$ cat config.mk
export PLATFORM = sky130hd
export DESIGN_NAME = reset_tick_gen
export DESIGN_NICKNAME = d
export VERILOG_FILES = /design/src/rtl/reset_tick_gen.sv
export SDC_FILE = /design/constraint.sdc
export NUM_CORES = 1
export LEC_CHECK = 0
export CAP_MARGIN = 5
export CORE_ASPECT_RATIO = 0.8
export CORE_MARGIN = 2
export CORE_UTILIZATION = 24
export DETAILED_ROUTE_END_ITERATION = 10
export PLACE_DENSITY = 0.46
export SYNTH_ARGS = -nofsm -noshare
export SYNTH_HDL_FRONTEND = slang
export SYNTH_SLANG_ARGS = --single-unit
export TNS_END_PERCENT = 1
$ cat constraint.sdc
create_clock -name clk -period 2 [get_ports clk]
set_input_delay 0.2 -clock clk [delete_from_list [all_inputs] [get_ports clk]]
set_output_delay 0.2 -clock clk [all_outputs]
set_load 0.01 [all_outputs]
$ cat src/rtl/reset_tick_gen.sv
// reset_tick_gen: programmable tick / slow-clock divider plus a power-on and
// debounced button-combo reset sequencer, all in the clk domain.
module reset_tick_gen #(
    parameter int unsigned        TICK_DIV       = 120000,
    parameter int unsigned        NUM_BTN        = 21,
    parameter logic [NUM_BTN-1:0] COMBO_MASK     = NUM_BTN'(21'h010009),
    parameter int unsigned        DEBOUNCE_TICKS = 2,
    parameter int unsigned        HOLD_TICKS     = 4
) (
    input  logic               clk,
    input  logic               n_rst,
    input  logic [NUM_BTN-1:0] pb,
    output logic [NUM_BTN-1:0] pb_sync,
    output logic               tick,
    output logic               tick_level,
    output logic               sys_rst,
    output logic               sys_rst_n,
    output logic               por_done
);

    localparam int unsigned CNT_W  = $clog2(TICK_DIV);
    localparam int unsigned DEB_W  = $clog2(DEBOUNCE_TICKS + 1);
    localparam int unsigned HOLD_W = (HOLD_TICKS > 1) ? $clog2(HOLD_TICKS) : 1;

    localparam logic [1:0] ST_POR_LOW = 2'd0;
    localparam logic [1:0] ST_HOLD    = 2'd1;
    localparam logic [1:0] ST_RUN     = 2'd2;
    localparam logic [1:0] ST_MANUAL  = 2'd3;

    logic [NUM_BTN-1:0] pb_meta;
    logic [CNT_W-1:0]   div_cnt;
    logic [DEB_W-1:0]   deb_cnt;
    logic [HOLD_W-1:0]  hold_cnt;
    logic [HOLD_W-1:0]  hold_cnt_nxt;
    logic [1:0]         state;
    logic [1:0]         state_nxt;
    logic               sys_rst_nxt;
    logic               por_done_nxt;

    logic tick_c;
    logic combo_raw_c;
    logic combo_valid_c;

    // Two-flop synchroniser for the asynchronous buttons
    always_ff @(posedge clk or negedge n_rst) begin
        if (!n_rst) begin
            pb_meta <= '0;
            pb_sync <= '0;
        end else begin
            pb_meta <= pb;
            pb_sync <= pb_meta;
        end
    end

    // Free-running divider; tick_c marks the edge on which tick rises
    assign tick_c = (div_cnt == CNT_W'(TICK_DIV - 1));

    always_ff @(posedge clk or negedge n_rst) begin
        if (!n_rst) begin
            div_cnt    <= '0;
            tick       <= 1'b0;
            tick_level <= 1'b0;
        end else begin
            tick <= tick_c;
            if (tick_c) begin
                div_cnt    <= '0;
                tick_level <= ~tick_level;
            end else begin
                div_cnt <= div_cnt + CNT_W'(1);
            end
        end
    end

    // Unmasked buttons forced high so they never block the AND
    assign combo_raw_c   = &(pb_sync | ~COMBO_MASK);
    assign combo_valid_c = (deb_cnt == DEB_W'(DEBOUNCE_TICKS));

    always_ff @(posedge clk or negedge n_rst) begin
        if (!n_rst) begin
            deb_cnt <= '0;
        end else if (!combo_raw_c) begin
            deb_cnt <= '0;
        end else if (tick_c && !combo_valid_c) begin
            deb_cnt <= deb_cnt + DEB_W'(1);
        end
    end

    // Sequencer state register and registered reset outputs
    always_ff @(posedge clk or negedge n_rst) begin
        if (!n_rst) begin
            state     <= ST_POR_LOW;
            hold_cnt  <= '0;
            sys_rst   <= 1'b0;
            sys_rst_n <= 1'b1;
            por_done  <= 1'b0;
        end else begin
            state     <= state_nxt;
            hold_cnt  <= hold_cnt_nxt;
            sys_rst   <= sys_rst_nxt;
            sys_rst_n <= ~sys_rst_nxt;
            por_done  <= por_done_nxt;
        end
    end

    // Next-state logic; an accepted combo overrides everything, including a coincident tick
    always_comb begin
        state_nxt    = state;
        hold_cnt_nxt = hold_cnt;
        if (combo_valid_c) begin
            state_nxt    = ST_MANUAL;
            hold_cnt_nxt = '0;
        end else begin
            case (state)
                ST_POR_LOW: begin
                    if (tick_c) begin
                        state_nxt    = ST_HOLD;
                        hold_cnt_nxt = '0;
                    end
                end
                ST_HOLD: begin
                    if (tick_c) begin
                        if (hold_cnt == HOLD_W'(HOLD_TICKS - 1)) begin
                            state_nxt = ST_RUN;
                        end else begin
                            hold_cnt_nxt = hold_cnt + HOLD_W'(1);
                        end
                    end
                end
                ST_RUN: begin
                    state_nxt = ST_RUN;
                end
                ST_MANUAL: begin
                    if (!combo_raw_c) begin
                        state_nxt    = ST_HOLD;
                        hold_cnt_nxt = '0;
                    end
                end
                default: begin
                    state_nxt    = ST_POR_LOW;
                    hold_cnt_nxt = '0;
                end
            endcase
        end
        sys_rst_nxt  = (state_nxt == ST_HOLD) || (state_nxt == ST_MANUAL);
        por_done_nxt = por_done || (state_nxt == ST_RUN);
    end

endmodule

==> Word-level counts from Yosys, hierarchy flattened <==
Cells that the tools add are included.
{ "op_classes": {"add_sub_neg": 3, "n_eq_ne": 14, "n_mux": 15, "bitwise_logic": 2, "reduce_logical": 8} }
{ "ops": {"columns": ["cell", "count"], "rows": [
  ["2-bit two-way mux", 12],
  ["17-bit by 1-bit adder with 17-bit output (second input constant)", 1],
  ["17-bit equality test (second input constant)", 1],
  ["17-bit two-way mux", 1],
  ["2-bit equality test (second input constant)", 6],
  ["3-bit inequality test (second input constant)", 4],
  ["2-bit one-hot mux with 4 select lines", 1],
  ["2-bit one-hot mux with 3 select lines", 1],
  ["5-bit AND reduction", 1],
  ["2-bit by 1-bit adder with 2-bit output (second input constant)", 2],
  ["2-bit by 1-bit equality test with 1-bit output (second input constant)", 2],
  ["4-bit nonzero test", 1],
  ["3-bit AND reduction", 1],
  ["2-bit logical NOT", 1],
  ["1-bit logical OR", 2],
  ["2-bit by 1-bit inequality test with 1-bit output (second input constant)", 1],
  ["1-bit NOT", 2],
  ["1-bit logical AND", 1],
  ["1-bit logical NOT", 1]
]} }
{ "totals": {"register_bits": 70, "out_inout_bits": 26, "wordCells": 53} }

==> Depth between registers and ports, before layout <==
{ "logic_depth": {"ltp_word": 8, "mapped_depth": 7} }

==> Worst setup path before layout <==
OpenSTA, ideal clock, no wires.
{ "synth_path": {"kind": "register to register", "from": "reg div_cnt[0]", "to": "reg hold_cnt[0]", "arrival_time_ns": 1.663, "slack_ns": 0.250, "path_stages_with_launch": 8, "n_path_buf": 1, "period_less_slack_ns": 1.750, "cell_sequence": "dfrtp_1 > ha_1 > and3_4 > and3_4 > and2_4 > buf_6 > o211a_1 > a211oi_2"} }
{ "synth_between": {"elab_chain_len": 3} }
{ "synth_rtl": {"columns": ["element", "line", "rtl"], "rows": [
  ["from (decl)", "31", "logic [CNT_W-1:0] div_cnt;"],
  ["from (signal assigned)", "69", "div_cnt <= div_cnt + CNT_W'(1);"],
  ["17-bit equality test *", "56", "assign tick_c = (div_cnt == CNT_W'(TICK_DIV - 1));"],
  ["3-bit inequality test (no line)", null, null],
  ["5-bit AND reduction (no line) *", null, null],
  ["to (signal assigned)", "98", "hold_cnt <= hold_cnt_nxt;"],
  ["to (decl)", "33", "logic [HOLD_W-1:0] hold_cnt;"]
]} }
Mark *: on every way between the ends. The rest lies on a longest branch, timed or not.
A chain may end at the register's enable or synchronous reset.

==> Final worst setup path <==
{ "layout_path": {"from": "reg div_cnt[0]", "to": "reg por_done"} }
{ "layout_between": {"elab_chain_len": 6} }
{ "layout_rtl": {"columns": ["element", "line", "rtl"], "rows": [
  ["17-bit equality test *", "56", null],
  ["named net tick_c", "40", "logic tick_c;"],
  ["2-bit two-way mux, on equally long branches", "121, 115", null],
  ["2-bit one-hot mux with 4 select lines *", "113", "case (state)"],
  ["2-bit two-way mux *", "109", "if (combo_valid_c) begin"],
  ["2-bit equality test *", "145", "por_done_nxt = por_done || (state_nxt == ST_RUN);"],
  ["1-bit logical OR *", "145", null],
  ["named net por_done_nxt", "38", "logic por_done_nxt;"],
  ["to (signal assigned)", "101", "por_done <= por_done_nxt;"],
  ["to (decl)", "18", "output logic por_done"]
]} }
The timed path passes the listed nets; every way through them passes the cells marked *.

==> impl_metrics.json <==
{
  "status": "finished clean",
  "drc": 0,
  "p_per_area_nw_per_um2": 949,
  "met3_length_um": 522,
  "cts.reportedPaths.clkPinSlew_ns": 0.06,
  "core_area_sq_um": 10200,
  "start_util": 0.245,
  "power_frac_clock": 0.516,
  "combinationalPowerShare": 0.039,
  "nets": 262,
  "port_buffers": 48,
  "syn_avg_cell_area_sq_um": 14.5,
  "finalCritPeriodShare": 0.900,
  "met2_length_um": 1640,
  "pwr-share-seq": 0.444,
  "rsz0062_at_grt": "false",
  "worstPathArrival_ns": 2.07,
  "syn_inst": 172,
  "cts_sinks": 70,
  "fp.dieArea_sq_um": 11200,
  "cts_tree": "done",
  "crit_chain": "ha_1, and3_4, and2_2, and3_2, a211oi_4, a21o_1",
  "synth-seq-cells": 70,
  "crit_fanout": 5,
  "drive_gt1_frac": 0.135,
  "tns_ns": 0,
  "routedWlPerCell_um": 11.7,
  "htreeDepth": 3,
  "num_rows": 33,
  "grt_pass1_wl_um": 7490,
  "setup_viol": 0,
  "clk_latency_ns": 0.33,
  "cts_setup_buffers": 0,
  "grt_pass1_vias": 1502,
  "first_pass_iters": 4,
  "final_cell_mix": "dfrtp_1 (69), clkdlybuf4s50_1 (47), nor2_1 (14)",
  "syn_to_final_growth_pct": 39.7,
  "power_switching_w": 0.000675,
  "worst_setup_path_end_kind": "flop",
  "cp_slowest_cell": "dfrtp_1",
  "dpl.hpwl_um": 2880,
  "hold_depth": 1,
  "worst_pin_slew_ns": 0.373,
  "setup.worst_path.start_class": "flop",
  "met1_length_um": 2130,
  "pin_count": 49,
  "die_w_um": 118,
  "fin_crit_ns": 1.80,
  "die_h_um": 95.3,
  "drtAntennaViolNets": 0,
  "leakagePower_nw": 1.56,
  "cpPeakStageDelay_ns": 0.40,
  "antenna_found_initial": 0,
  "cts_buffers": 9,
  "layout_setup_ws_ns": 0.201,
  "ys_types": 35,
  "hold_violations": 0,
  "cp.required_ns": 2.27,
  "synth_warnings": 0,
  "dr_total_vias": 1441,
  "cts_resized": 0,
  "drtIter0Drc": 45,
  "grt_max_degree": 71,
  "drv_slew": 0,
  "grt_overflow": 0,
  "finClkSkew_ns": 0.00693,
  "maxCapViolations": 0,
  "vdd_drop_max_uv": 498,
  "hold_class": "in2reg",
  "max_freq_mhz": 556,
  "dp_slack_ns": 0.214,
  "slew_headroom": 0.745,
  "drt_wl_total_um": 4410,
  "final_common_cell": "dfrtp_1",
  "p_int_w": 0.00264,
  "synth_fp_nets": 202,
  "routed.top_layer": "met4",
  "clk_path_buf_depth": 2,
  "diodes": 0,
  "syn_area_sq_um": 2500,
  "cts_root_buf": "clkbuf_16",
  "swShare": 0.204,
  "ff2ff_path_depth": 6,
  "path_class": "reg2reg",
  "grt_use_total": 0.0905,
  "synth-seq-area-share": 0.702,
  "gp_congestion": 0.696,
  "via_per_inst": 3.82
}
==> kinds of logic after synthesis <==
group,share of synthesized area
fa+ha+maj,0.0351
simple gates,0.126
buf+inv,0.0225
flops,0.702
mux,0.0120
xor+xnor,0.0561
compound gates,0.0471
==> layout make-up <==
cell class / count / area [sq um]
clock buffers: 10 / 229
clock inverters: 6 / 93.8
fillers: 1007 / 6710
inverters: 8 / 30.0
multi-input cells: 91 / 689
flip-flops and latches: 70 / 1750
well taps: 140 / 175
repair buffers: 52 / 520
==> synthesized netlist by cell type <==
library cell / n / area share
nor3_4: 1 / 0.0065
or3_1: 1 / 0.0025
nor2_1: 14 / 0.021
dfstp_2: 1 / 0.011
mux2i_1: 3 / 0.012
and2_4: 1 / 0.0035
a31o_2: 1 / 0.0035
dfrtp_1: 69 / 0.69
nand4_1: 8 / 0.020
xnor2_1: 8 / 0.028
nor3_1: 2 / 0.0040
a211oi_4: 1 / 0.0080
a21oi_1: 2 / 0.0040
nor4b_4: 1 / 0.0095
nand2_1: 6 / 0.0090
nand2b_1: 1 / 0.0025
nand3_1: 9 / 0.018
xor2_1: 8 / 0.028
buf_6: 1 / 0.0045
a2111oi_0: 1 / 0.0035
a31oi_4: 1 / 0.0085
o21ai_0: 2 / 0.0040
o211a_1: 1 / 0.0040
ha_1: 7 / 0.035
and2_2: 1 / 0.0030
inv_1: 8 / 0.012
a211oi_2: 1 / 0.0050
and3_4: 2 / 0.0090
a32oi_1: 1 / 0.0035
and3_2: 2 / 0.0060
and3b_1: 1 / 0.0035
and3_1: 2 / 0.0050
buf_4: 2 / 0.0060
a21o_1: 1 / 0.0030
nor2b_1: 1 / 0.0025
==> power by group through the flow <==
stage	Combinational, W	Sequential, W	Clock [W]
CTS	0.000136	0.00147	0.00177
global route	0.000144	0.00147	0.00184
detailed placement	0.000133	0.00150	0
finish	0.000131	0.00147	0.00171
floorplan	0.000000591	0.00151	0
global placement	0.000134	0.00150	0
==> worst max-delay path, delay by kind of cell (launching register included) <==
kind	cells	cell delay (ns)
flip-flops	1	0.40
adder cells (fa/ha/maj)	1	0.23
AND/OR/NAND/NOR	3	0.65
AO/OA/AOI/OAI	2	0.45
==> stage by stage <==
step | cell area [sq um] | hold WS (ns) | std cells | total power (W) | utilization
6_report | 3490 | 0.302 | 377 | 0.00331 | 0.342
5_1_grt | 3490 | 0.280 | 377 | 0.00346 | 0.342
4_1_cts | 3490 | 0.287 | 377 | 0.00337 | 0.342
3_5_place_dp | 3160 | 0.255 | 360 | 0.00163 | 0.310
3_3_place_gp | 3160 | 0.260 | 360 | 0.00163 | 0.310
2_1_floorplan | 2500 | -0.0956 | 172 | 0.00151 | -
==> flip-flops by register name (all words and copies together) (netlist names) <==
signal,flops
div_cnt,17
state,2
tick,1
sys_rst,1
hold_cnt,2
por_done,1
deb_cnt,2
tick_level,1
sys_rst_n,1
pb_sync,21
pb_meta,21
==> final timing paths <==
| kind | to | from | slack (ns) |
|---|---|---|---|
| setup / recovery | por_done | div_cnt[0] | 0.20 |
| min in group asynchronous | pb_sync[10] | n_rst | 0.41 |
| hold / removal | pb_meta[18] | pb[18] | 0.30 |
| setup reg to reg | por_done | div_cnt[0] | 0.20 |
| max in group asynchronous | sys_rst_n | n_rst | 1.25 |
| hold reg to reg | pb_sync[10] | pb_meta[10] | 0.35 |
==> metal layers <==
layer  global-route usage  vias up
met2                0.111       48
met3               0.0682       11
met1                0.113      682
met5                    0        -
li1                     -      700
met4               0.0452        0
==> what timing repair did <==
item	in CTS	in global routing
endpoints found under the hold margin	69	0
hold buffers	1	0
setup endpoints to repair	0	0
Note: power is estimated with default switching activity, not from simulation.
